File: src/rtl/cmd_frame_machine_pkg.sv
// Opcode constants and FSM state type shared by the command frame machine.
package cmd_pkg;

    localparam logic [7:0] OP_SW_RST = 8'h00;
    localparam logic [7:0] OP_ENC    = 8'h05;
    localparam logic [7:0] OP_DEC    = 8'h0A;
    localparam logic [7:0] OP_RECV   = 8'h50;
    localparam logic [7:0] OP_STORE  = 8'h55;
    localparam logic [7:0] OP_LOAD   = 8'h5A;
    localparam logic [7:0] OP_DIN    = 8'hA0;
    localparam logic [7:0] OP_GO     = 8'hA5;

    typedef enum logic [1:0] {
        ST_IDLE,
        ST_RECV,
        ST_SLOT_WAIT,
        ST_START_WAIT
    } state_t;

endpackage

File: src/rtl/cmd_frame_machine_if.sv
// Byte-command input and AES-core output bundle of the command frame machine.
interface cmd_frame_machine_if #(
    parameter int DATA_BYTES = 16,
    parameter int SLOT_W     = 2
);
    logic [7:0]              cmd_data;
    logic                    cmd_rdy;
    logic                    core_busy;
    logic [DATA_BYTES*8-1:0] kout;
    logic [DATA_BYTES*8-1:0] dout;
    logic [SLOT_W-1:0]       key_sel;
    logic                    key_ready;
    logic                    din_ready;
    logic                    start;
    logic                    rst_sw;
    logic                    err;
    logic                    enc_dec;

    modport master (
        output cmd_data, cmd_rdy, core_busy,
        input  kout, dout, key_sel, key_ready, din_ready, start, rst_sw, err, enc_dec
    );

    modport slave (
        input  cmd_data, cmd_rdy, core_busy,
        output kout, dout, key_sel, key_ready, din_ready, start, rst_sw, err, enc_dec
    );
endinterface

File: src/rtl/cmd_frame_machine_edge_det.sv
// Turns each rising edge of the UART byte-ready level into one accept pulse,
// capturing the byte alongside so it is stable when the FSM consumes it.
module cmd_edge_det (
    input  logic       clk,
    input  logic       rst_h,
    input  logic       rdy_i,
    input  logic [7:0] data_i,
    output logic       accept_o,
    output logic [7:0] data_o
);
    logic       rdy_q;
    logic       accept_q, accept_d;
    logic [7:0] data_q;

    assign accept_d = rdy_i & ~rdy_q;

    always_ff @(posedge clk or posedge rst_h) begin
        if (rst_h) begin
            rdy_q    <= 1'b0;
            accept_q <= 1'b0;
            data_q   <= '0;
        end else begin
            rdy_q    <= rdy_i;
            accept_q <= accept_d;
            if (accept_d) data_q <= data_i;
        end
    end

    assign accept_o = accept_q;
    assign data_o   = data_q;
endmodule

File: src/rtl/cmd_frame_machine.sv
// Command frame decoder: assembles UART bytes into key/data blocks for an AES core.
// Define CMD_TIMEOUT_EN to abort RECV/SLOT_WAIT after TIMEOUT_CYC idle cycles.
module cmd_frame_machine
    import cmd_pkg::*;
#(
    parameter int DATA_BYTES  = 16,
    parameter int NUM_SLOTS   = 4,
    parameter int TIMEOUT_CYC = 65535
) (
    input logic                clk,
    input logic                rst_h,
    cmd_frame_machine_if.slave bus
);
    localparam int SLOT_W = (NUM_SLOTS > 1) ? $clog2(NUM_SLOTS) : 1;
    localparam int CNT_W  = (DATA_BYTES > 1) ? $clog2(DATA_BYTES) : 1;
    localparam int DW     = DATA_BYTES * 8;
    localparam logic [CNT_W-1:0] CNT_MAX = CNT_W'(DATA_BYTES - 1);

    state_t state_q, state_d;

    logic                          accept;
    logic [7:0]                    byte_q;
    logic [DW-1:0]                 recv_q, recv_d;
    logic [DW-1:0]                 din_q, din_d;
    logic [NUM_SLOTS-1:0][DW-1:0]  slot_q, slot_d;
    logic [DW-1:0]                 kout_q, kout_d;
    logic [DW-1:0]                 dout_q, dout_d;
    logic [SLOT_W-1:0]             key_sel_q, key_sel_d;
    logic                          enc_dec_q, enc_dec_d;
    logic [CNT_W-1:0]              cnt_q, cnt_d;
    logic [7:0]                    op_q, op_d;
    logic                          key_ready_q, key_ready_d;
    logic                          din_ready_q, din_ready_d;
    logic                          start_q, start_d;
    logic                          rst_sw_q, rst_sw_d;
    logic                          err_q, err_d;
    logic [SLOT_W-1:0]             slot_idx;
    logic                          slot_oob;
    logic                          tmo_hit;

    cmd_edge_det u_edge_det (
        .clk      (clk),
        .rst_h    (rst_h),
        .rdy_i    (bus.cmd_rdy),
        .data_i   (bus.cmd_data),
        .accept_o (accept),
        .data_o   (byte_q)
    );

    assign slot_idx = byte_q[SLOT_W-1:0];
    assign slot_oob = (32'(byte_q) >= 32'(NUM_SLOTS));

`ifdef CMD_TIMEOUT_EN
    localparam int TMO_W = $clog2(TIMEOUT_CYC + 1);
    logic [TMO_W-1:0] tmo_q, tmo_d;

    always_comb begin
        tmo_d = '0;
        if (!accept && (state_q == ST_RECV || state_q == ST_SLOT_WAIT))
            tmo_d = tmo_q + 1'b1;
    end

    assign tmo_hit = (tmo_d == TMO_W'(TIMEOUT_CYC));

    always_ff @(posedge clk or posedge rst_h) begin
        if (rst_h) tmo_q <= '0;
        else       tmo_q <= tmo_d;
    end
`else
    assign tmo_hit = 1'b0;
    if (TIMEOUT_CYC < 1) begin : g_timeout_unused
    end
`endif

    always_ff @(posedge clk or posedge rst_h) begin
        if (rst_h) state_q <= ST_IDLE;
        else       state_q <= state_d;
    end

    always_comb begin
        state_d = state_q;
        case (state_q)
            ST_IDLE: begin
                if (accept) begin
                    if (byte_q == OP_RECV)
                        state_d = ST_RECV;
                    else if (byte_q == OP_STORE || byte_q == OP_LOAD)
                        state_d = ST_SLOT_WAIT;
                    else if (byte_q == OP_GO && !bus.core_busy)
                        state_d = ST_START_WAIT;
                end
            end
            ST_RECV:       if (accept && cnt_q == '0) state_d = ST_IDLE;
            ST_SLOT_WAIT:  if (accept) state_d = ST_IDLE;
            ST_START_WAIT: state_d = ST_IDLE;
            default:       state_d = ST_IDLE;
        endcase
        if (tmo_hit) state_d = ST_IDLE;
    end

    // Stores and loads share one SLOT_WAIT byte, so a load always sees the
    // pre-write slot contents through slot_q.
    always_comb begin
        recv_d      = recv_q;
        din_d       = din_q;
        slot_d      = slot_q;
        kout_d      = kout_q;
        dout_d      = dout_q;
        key_sel_d   = key_sel_q;
        enc_dec_d   = enc_dec_q;
        cnt_d       = cnt_q;
        op_d        = op_q;
        key_ready_d = 1'b0;
        din_ready_d = 1'b0;
        start_d     = 1'b0;
        rst_sw_d    = 1'b0;
        err_d       = 1'b0;
        case (state_q)
            ST_IDLE: begin
                if (accept) begin
                    case (byte_q)
                        OP_SW_RST: begin
                            rst_sw_d  = 1'b1;
                            recv_d    = '0;
                            enc_dec_d = 1'b0;
                        end
                        OP_ENC:   enc_dec_d = 1'b0;
                        OP_DEC:   enc_dec_d = 1'b1;
                        OP_RECV:  cnt_d = CNT_MAX;
                        OP_STORE,
                        OP_LOAD:  op_d = byte_q;
                        OP_DIN:   din_d = recv_q;
                        OP_GO: begin
                            if (bus.core_busy) begin
                                err_d = 1'b1;
                            end else begin
                                dout_d      = din_q;
                                din_ready_d = 1'b1;
                            end
                        end
                        default:  err_d = 1'b1;
                    endcase
                end
            end
            ST_RECV: begin
                if (accept) begin
                    recv_d[int'(cnt_q)*8 +: 8] = byte_q;
                    cnt_d = (cnt_q == '0) ? CNT_MAX : cnt_q - 1'b1;
                end
            end
            ST_SLOT_WAIT: begin
                if (accept) begin
                    if (slot_oob) begin
                        err_d = 1'b1;
                    end else if (op_q == OP_STORE) begin
                        slot_d[slot_idx] = recv_q;
                    end else begin
                        kout_d      = slot_q[slot_idx];
                        key_sel_d   = slot_idx;
                        key_ready_d = 1'b1;
                    end
                end
            end
            ST_START_WAIT: begin
                start_d = 1'b1;
                if (accept) err_d = 1'b1;
            end
            default: ;
        endcase
        if (tmo_hit) err_d = 1'b1;
    end

    always_ff @(posedge clk or posedge rst_h) begin
        if (rst_h) begin
            recv_q      <= '0;
            din_q       <= '0;
            slot_q      <= '0;
            kout_q      <= '0;
            dout_q      <= '0;
            key_sel_q   <= '0;
            enc_dec_q   <= 1'b0;
            cnt_q       <= CNT_MAX;
            op_q        <= '0;
            key_ready_q <= 1'b0;
            din_ready_q <= 1'b0;
            start_q     <= 1'b0;
            rst_sw_q    <= 1'b0;
            err_q       <= 1'b0;
        end else begin
            recv_q      <= recv_d;
            din_q       <= din_d;
            slot_q      <= slot_d;
            kout_q      <= kout_d;
            dout_q      <= dout_d;
            key_sel_q   <= key_sel_d;
            enc_dec_q   <= enc_dec_d;
            cnt_q       <= cnt_d;
            op_q        <= op_d;
            key_ready_q <= key_ready_d;
            din_ready_q <= din_ready_d;
            start_q     <= start_d;
            rst_sw_q    <= rst_sw_d;
            err_q       <= err_d;
        end
    end

    assign bus.kout      = kout_q;
    assign bus.dout      = dout_q;
    assign bus.key_sel   = key_sel_q;
    assign bus.enc_dec   = enc_dec_q;
    assign bus.key_ready = key_ready_q;
    assign bus.din_ready = din_ready_q;
    assign bus.start     = start_q;
    assign bus.rst_sw    = rst_sw_q;
    assign bus.err       = err_q;
endmodule

File: src/flat_wrapper.sv
// flat-port wrapper written by rule: the top's interface ports become plain ports
module cmd_frame_machine_flat import cmd_pkg::*;
#(
    parameter int DATA_BYTES  = 16,
    parameter int NUM_SLOTS   = 4,
    parameter int TIMEOUT_CYC = 65535
)
  (clk, rst_h, bus_cmd_data, bus_cmd_rdy, bus_core_busy, bus_kout, bus_dout, bus_key_sel, bus_key_ready, bus_din_ready, bus_start, bus_rst_sw, bus_err, bus_enc_dec);
  cmd_frame_machine_if #(.DATA_BYTES(DATA_BYTES)) bus_i ();
  input logic clk;
  input logic rst_h;
  input wire logic [$bits(bus_i.cmd_data)-1:0] bus_cmd_data;
  input wire logic [$bits(bus_i.cmd_rdy)-1:0] bus_cmd_rdy;
  input wire logic [$bits(bus_i.core_busy)-1:0] bus_core_busy;
  output wire logic [$bits(bus_i.kout)-1:0] bus_kout;
  output wire logic [$bits(bus_i.dout)-1:0] bus_dout;
  output wire logic [$bits(bus_i.key_sel)-1:0] bus_key_sel;
  output wire logic [$bits(bus_i.key_ready)-1:0] bus_key_ready;
  output wire logic [$bits(bus_i.din_ready)-1:0] bus_din_ready;
  output wire logic [$bits(bus_i.start)-1:0] bus_start;
  output wire logic [$bits(bus_i.rst_sw)-1:0] bus_rst_sw;
  output wire logic [$bits(bus_i.err)-1:0] bus_err;
  output wire logic [$bits(bus_i.enc_dec)-1:0] bus_enc_dec;
  assign bus_i.cmd_data = bus_cmd_data;
  assign bus_i.cmd_rdy = bus_cmd_rdy;
  assign bus_i.core_busy = bus_core_busy;
  assign bus_kout = bus_i.kout;
  assign bus_dout = bus_i.dout;
  assign bus_key_sel = bus_i.key_sel;
  assign bus_key_ready = bus_i.key_ready;
  assign bus_din_ready = bus_i.din_ready;
  assign bus_start = bus_i.start;
  assign bus_rst_sw = bus_i.rst_sw;
  assign bus_err = bus_i.err;
  assign bus_enc_dec = bus_i.enc_dec;
  cmd_frame_machine #(.DATA_BYTES(DATA_BYTES), .NUM_SLOTS(NUM_SLOTS), .TIMEOUT_CYC(TIMEOUT_CYC)) u_core (.clk(clk), .rst_h(rst_h), .bus(bus_i));
endmodule
File: config.mk
export PLATFORM = sky130hd
export DESIGN_NAME = cmd_frame_machine_flat
export DESIGN_NICKNAME = d
export VERILOG_FILES = /design/src/rtl/cmd_frame_machine_pkg.sv /design/src/rtl/cmd_frame_machine_if.sv /design/src/rtl/cmd_frame_machine_edge_det.sv /design/src/rtl/cmd_frame_machine.sv /design/src/flat_wrapper.sv
export SDC_FILE = /design/constraint.sdc
export NUM_CORES = 2
export LEC_CHECK = 0
export CAP_MARGIN = 5
export CORE_UTILIZATION = 50
export CTS_CLUSTER_SIZE = 12
export DETAILED_ROUTE_END_ITERATION = 12
export PLACE_DENSITY = 0.66
export SKIP_CTS_REPAIR_TIMING = 1
export SYNTH_ARGS = -nofsm -noshare
export SYNTH_HDL_FRONTEND = slang
export SYNTH_HIERARCHICAL = 1
export SYNTH_SLANG_ARGS = --single-unit
File: constraint.sdc
create_clock -name clk -period 102.9 [get_ports clk]
set_input_delay 15.435 -clock clk [delete_from_list [all_inputs] [get_ports clk]]
set_output_delay 15.435 -clock clk [all_outputs]
set_load 0.005 [all_outputs]
Word-level counts from Yosys, hierarchy flattened. Index checks and enable logic that the tools add are counted.

Bits in registers: 1056. Bits in latches: 0. Bits in writable memories: 0. ROM bits: 0. Bits of input ports: 12. Output and inout port bits: 264. Memories kept: 0.

Add/subtract/negate cells: 2. Multiply operators: 0. Divide/modulo/power cells: 0. Order comparisons: 3. Equality and inequality tests: 18. Shifts and indexed selects: 2. Mux-type cells: 42. Bitwise gates (word level): 5. Reductions and logical operators: 22.

Operators with widths (count): 128-bit 2-to-1 mux (5); 512-bit bitwise mux (1); 128-bit binary-select mux with 2-bit select (1); 128-bit demux with 2-bit select (1); 128-bit case mux with 2 select lines (1); 128-bit bitwise mux (1); 8-bit by 33-bit variable shift with 128-bit output (first input constant) (1); 8-bit by 33-bit indexed part select with 128-bit output (1); 7-bit negator with 33-bit output (1); 8-bit by 7-bit equality test with 1-bit output (second input constant) (4); 4-bit AND reduction (6); 1-bit 2-to-1 mux (17); 8-bit equality test (second input constant) (2); 4-bit 2-to-1 mux (4); 2-bit 2-to-1 mux (6); 3-bit AND reduction (3); 8-bit by 3-bit equality test with 1-bit output (second input constant) (1); 8-bit by 4-bit equality test with 1-bit output (second input constant) (1); 8-bit by 3-bit greater-or-equal comparator with 1-bit output (second input constant) (1); 8-bit zero test (1); 2-bit inequality test (second input constant) (4); 2-bit case mux with 4 select lines (1); 4-bit case mux with 2 select lines (1); 7-bit OR reduction (1); 18 further kinds (28).

Longest topological paths before layout.
Word-level depth: 7. Gate-level depth with buffers: 9.

By module. The synthesis kept the hierarchy.

Modules (own cells, without submodules): cmd_frame_machine (instances 1, cells each 2554, area an instance 42834.8 um^2, seq. area each 26180.1 um^2); cmd_edge_det (instances 1, cells each 21, area an instance 407.9 um^2, seq. area each 250.2 um^2).

Worst setup path after synthesis. No wires, ideal clock.

Kind: input to register. Start point: input bus_core_busy. End point: register u_core.dout_q[100] (netlist: u_core/bus.dout[100]). Library setup time: 0.125 ns. Arrival time: 16.743 ns. Path slack: 86.033 ns. Stages on the path: 5. Path buffers: 2. Path through: or2_2 > nor3_1 > clkbuf_1 > buf_2 > mux2_2.

Longest elaborated chain between the ends: 2.

Ends and longest elaborated chain: start, declared (RTL line flat_wrapper.sv:14) `input wire logic [$bits(bus_i.core_busy)-1:0] bus_core_busy;`; 1-bit NOT (no line); 4-bit AND reduction (no line); end signal, assigned (RTL line cmd_frame_machine.sv:194) `dout_q <= dout_d;`; end, declared (RTL line cmd_frame_machine.sv:27) `logic [DW-1:0] dout_q, dout_d;`.

No other way between the ends. A chain may end at the register's enable or synchronous reset.

==> run summary <==
Cell occurring most often along the worst timing path: buf_4
Via density: 5.77
Gate power share: 5.9%
Pin count of the biggest net entering global routing: 185
Number of global-route vias before repair: 25571
Effective utilization at floorplan: 50.6%
Fraction of the yosys area taken by sequential cells: 61.1%
Mux cell area share after synthesis: 32.6%
Clock tree from TritonCTS: yes
Final TNS setup: 0 ps
CP Launch Point: rst_h
Number of levels the H-tree was split into: 3
Diodes inserted: 0
Dominant combinational cell family by area after synthesis: multiplexers
Global-route wire length before repair: 159000 µm
Clock transition at the registers of the reported paths: 60 ps
Total Routed Length: 103000 µm
Reg2Reg Setup Slack: 98410 ps
Int Power: 0.652 mW
Fraction of final layout cells sized beyond drive strength 1: 43.2%
Total leakage power: 24.5 nW
Clock buffer depth: 3
Inserted Clock Buffers: 109
Post-synthesis compound-gate area fraction: 2.25%
Antenna-violating nets left: 0
Clk root buf: clkbuf_16
Non-Filler Instances: 4064
RSZ-0062 raised after global routing: false
Post-detailed-route DRC marker count: 0
Beginning of the worst register-to-register path: u_core/u_edge_det/data_o[4]
Combined area of all synthesized cells: 0.0432 mm²
Count of buffers from port buffering: 275
Kind of start point of the critical path: input pin
Area growth from synthesis to final layout: 16.4%
Chip Width: 296 µm
Power density relative to cell area: 16.9 mW/mm²
Setup violations, final: 0
Max transition margin: 15.3%
Number of standard cells after synthesis: 2575
Worst vdd ir: 0.0133 mV
Net Sw Frac: 23.3%
Delay of the slowest cell on the worst path: 950 ps
Source-to-sink clock delay at the later pin of the worst-skew pair: 660 ps
Sequential Power Share: 50.0%
Cell count after placement: 3878
Maximum clock skew at final layout: 21.2 ps
WP depth: 5
Share of the clock period used by the worst path: 18.2%
Final hold violation count: 0
Initial antenna violation count: 2
NumNets Final: 2859
Critical path peak fanout: 145
Post-Synth Adder-Cell Area: 0.0579%
Average size of a mapped cell: 16.8 µm²
Endpoint of the worst setup timing path: u_core/bus.dout[33]
Overall die area: 0.0877 mm²
Setup WS post-layout: 84220 ps
Final count of pins violating max slew: 0
Dpl ws: 83310 ps
Max-cap viol count: 0
Result of the run: finished, final reports clean
GR Util All Layers: 24.0%
Total gr overflow: 0
Clk sinks: 1056
Max frequency: 53.5 MHz
Core region area: 0.0854 mm²
Total nets after synthesis: 2589
Data arrival, critical path: 19270 ps
Number of rows created at floorplan: 107
Top FF cell, synth: dfrtp_1
Detailed placement HPWL: 62000 µm
Cell type of the slowest stage on the worst timing path: buf_4
Buf/Inv on CP: 5
Shortest period the worst path allows: 18680 ps
Clock group share of total power: 44.1%
Routed len/inst: 25.3 µm
Crit-path cells: clkdlybuf4s50_1, inv_8, buf_4, buf_4, buf_4
Number of enable-type register cells in the synthesized netlist: 0
FF-to-FF End: u_core/bus.kout[96]
Num ports: 276
Start-to-end type of the worst setup path: input pin to asynchronous set/reset pin
Final GP Congestion: 0.804
R2R depth: 6
Type of the worst min-delay path: register to register
Worst-Margin Slew: 1260 ps
Ys async rst share: 100%
Commonest non-fill, non-tap cell in the layout: dfrtp_1
Share of synthesized cell area in and, or, nand and nor gates: 1.76%
Routed via count: 23446
Crit path capture type: asynchronous set/reset pin
Most frequent cells in the layout: dfrtp_1, mux2_2, clkdlybuf4s50_1, mux2_4, mux4_2
Number of storage elements in the synthesis netlist: 1056
Count of yosys warnings during synthesis: 6
Height of the die: 296 µm
Library cells used by synthesis: 63
Number of DRC markers in iteration 0: 1493
Number of fill cells in the layout: 6506
Sw Pwr: 0.199 mW
Fraction of synthesized cell area in xor and xnor cells: 0.0608%
Number of iterations in the first detailed-routing pass: 5
Data required time of the worst path: 103500 ps
Kind of cell with the highest combined delay on the critical path: buffers and inverters
## kinds of logic (layout without fill, tap and decap cells)
family,count (synthesis),after routing
flip-flops,1056,1056
XOR/XNOR,3,3
buffers and inverters,176,521
AND/OR/NAND/NOR,136,136
AO/OA/AOI/OAI,115,115
multiplexers,1087,1087
adder cells (fa/ha/maj),2,2
## state kept, by name, summed over array words and instances, names as in the netlist
signal,count
u_core/bus.din_ready,1
u_core/bus.dout,128
u_core/bus.enc_dec,1
u_core/bus.err,1
u_core/bus.key_ready,1
u_core/bus.key_sel,2
u_core/bus.kout,128
u_core/bus.rst_sw,1
u_core/bus.start,1
u_core/cnt_q,4
u_core/din_q,128
u_core/op_q,8
u_core/recv_q,128
u_core/slot_q,512
u_core/state_q,2
u_core/u_edge_det/accept_o,1
u_core/u_edge_det/data_o,8
u_core/u_edge_det/rdy_q,1
## synth_stat cells, types with 11 or more instances
cell | number | area, µm²
inv_1 | 16 | 60.1
nor2_1 | 11 | 41.3
dfrtp_1 | 1052 | 26300
mux2_2 | 782 | 8810
nand2_1 | 57 | 214
a22o_1 | 72 | 631
mux4_2 | 128 | 2880
buf_2 | 97 | 485
mux2i_1 | 49 | 490
mux2_4 | 128 | 1920
buf_6 | 14 | 158
clkbuf_1 | 41 | 154
## area by class of cell
class                   count  area, µm²  area share, %
clock buffers             164       3110           6.17
repair buffers            319       3100           6.15
flip-flops and latches   1056      26400           52.5
well taps                1144       1430           2.84
clock inverters            22        272          0.539
inverters                  16       67.6          0.134
multi-input cells        1343      15900           31.6
## routing by layer
layer | vias to the layer above | global-route usage (%) | share of wire [%]
li1 | 9995 | - | -
met1 | 12710 | 33.3 | 43
met2 | 584 | 38.5 | 48
met3 | 157 | 4.27 | 5.3
met4 | 0 | 8.10 | 2.9
met5 | - | 0 | 0
## worst min path at each step
stage                   start              to  slack (ps)  cells past startpoint
2_1_floorplan  u_core/op_q[4]  u_core/op_q[4]         420                      1
3_3_place_gp   u_core/op_q[4]  u_core/op_q[4]         440                      1
3_5_place_dp   u_core/op_q[6]  u_core/op_q[6]         440                      1
4_1_cts        u_core/op_q[6]  u_core/op_q[6]         460                      1
5_1_grt        u_core/op_q[6]  u_core/op_q[6]         480                      1
6_report       u_core/op_q[6]  u_core/op_q[6]         460                      1
## metrics by stage
stage	hold slack, ps	utilization [%]	total power, mW	cell area, µm²
2_1_floorplan	425	-	0.466	43200
3_3_place_gp	443	55.0	0.482	47000
3_5_place_dp	445	55.0	0.484	47000
4_1_cts	463	59.0	0.861	50400
5_1_grt	476	59.0	0.881	50400
6_report	461	59.0	0.851	50400
## worst reg2reg max path: cells and delay by family (launching register included)
| family | cells | cell delay (ps) |
|---|---|---|
| buf+inv | 2 | 1620 |
| flops | 1 | 720 |
| simple gates | 3 | 1570 |
| mux | 1 | 480 |
## power groups by stage
stage	sequential, mW	combinational, mW	clock [mW]
6_report	0.426	0.0503	0.375
5_1_grt	0.426	0.0545	0.401
4_1_cts	0.425	0.0507	0.385
3_5_place_dp	0.433	0.0506	0
3_3_place_gp	0.433	0.0491	0
2_1_floorplan	0.429	0.0372	0
Note: power is estimated with default switching activity, not from simulation.
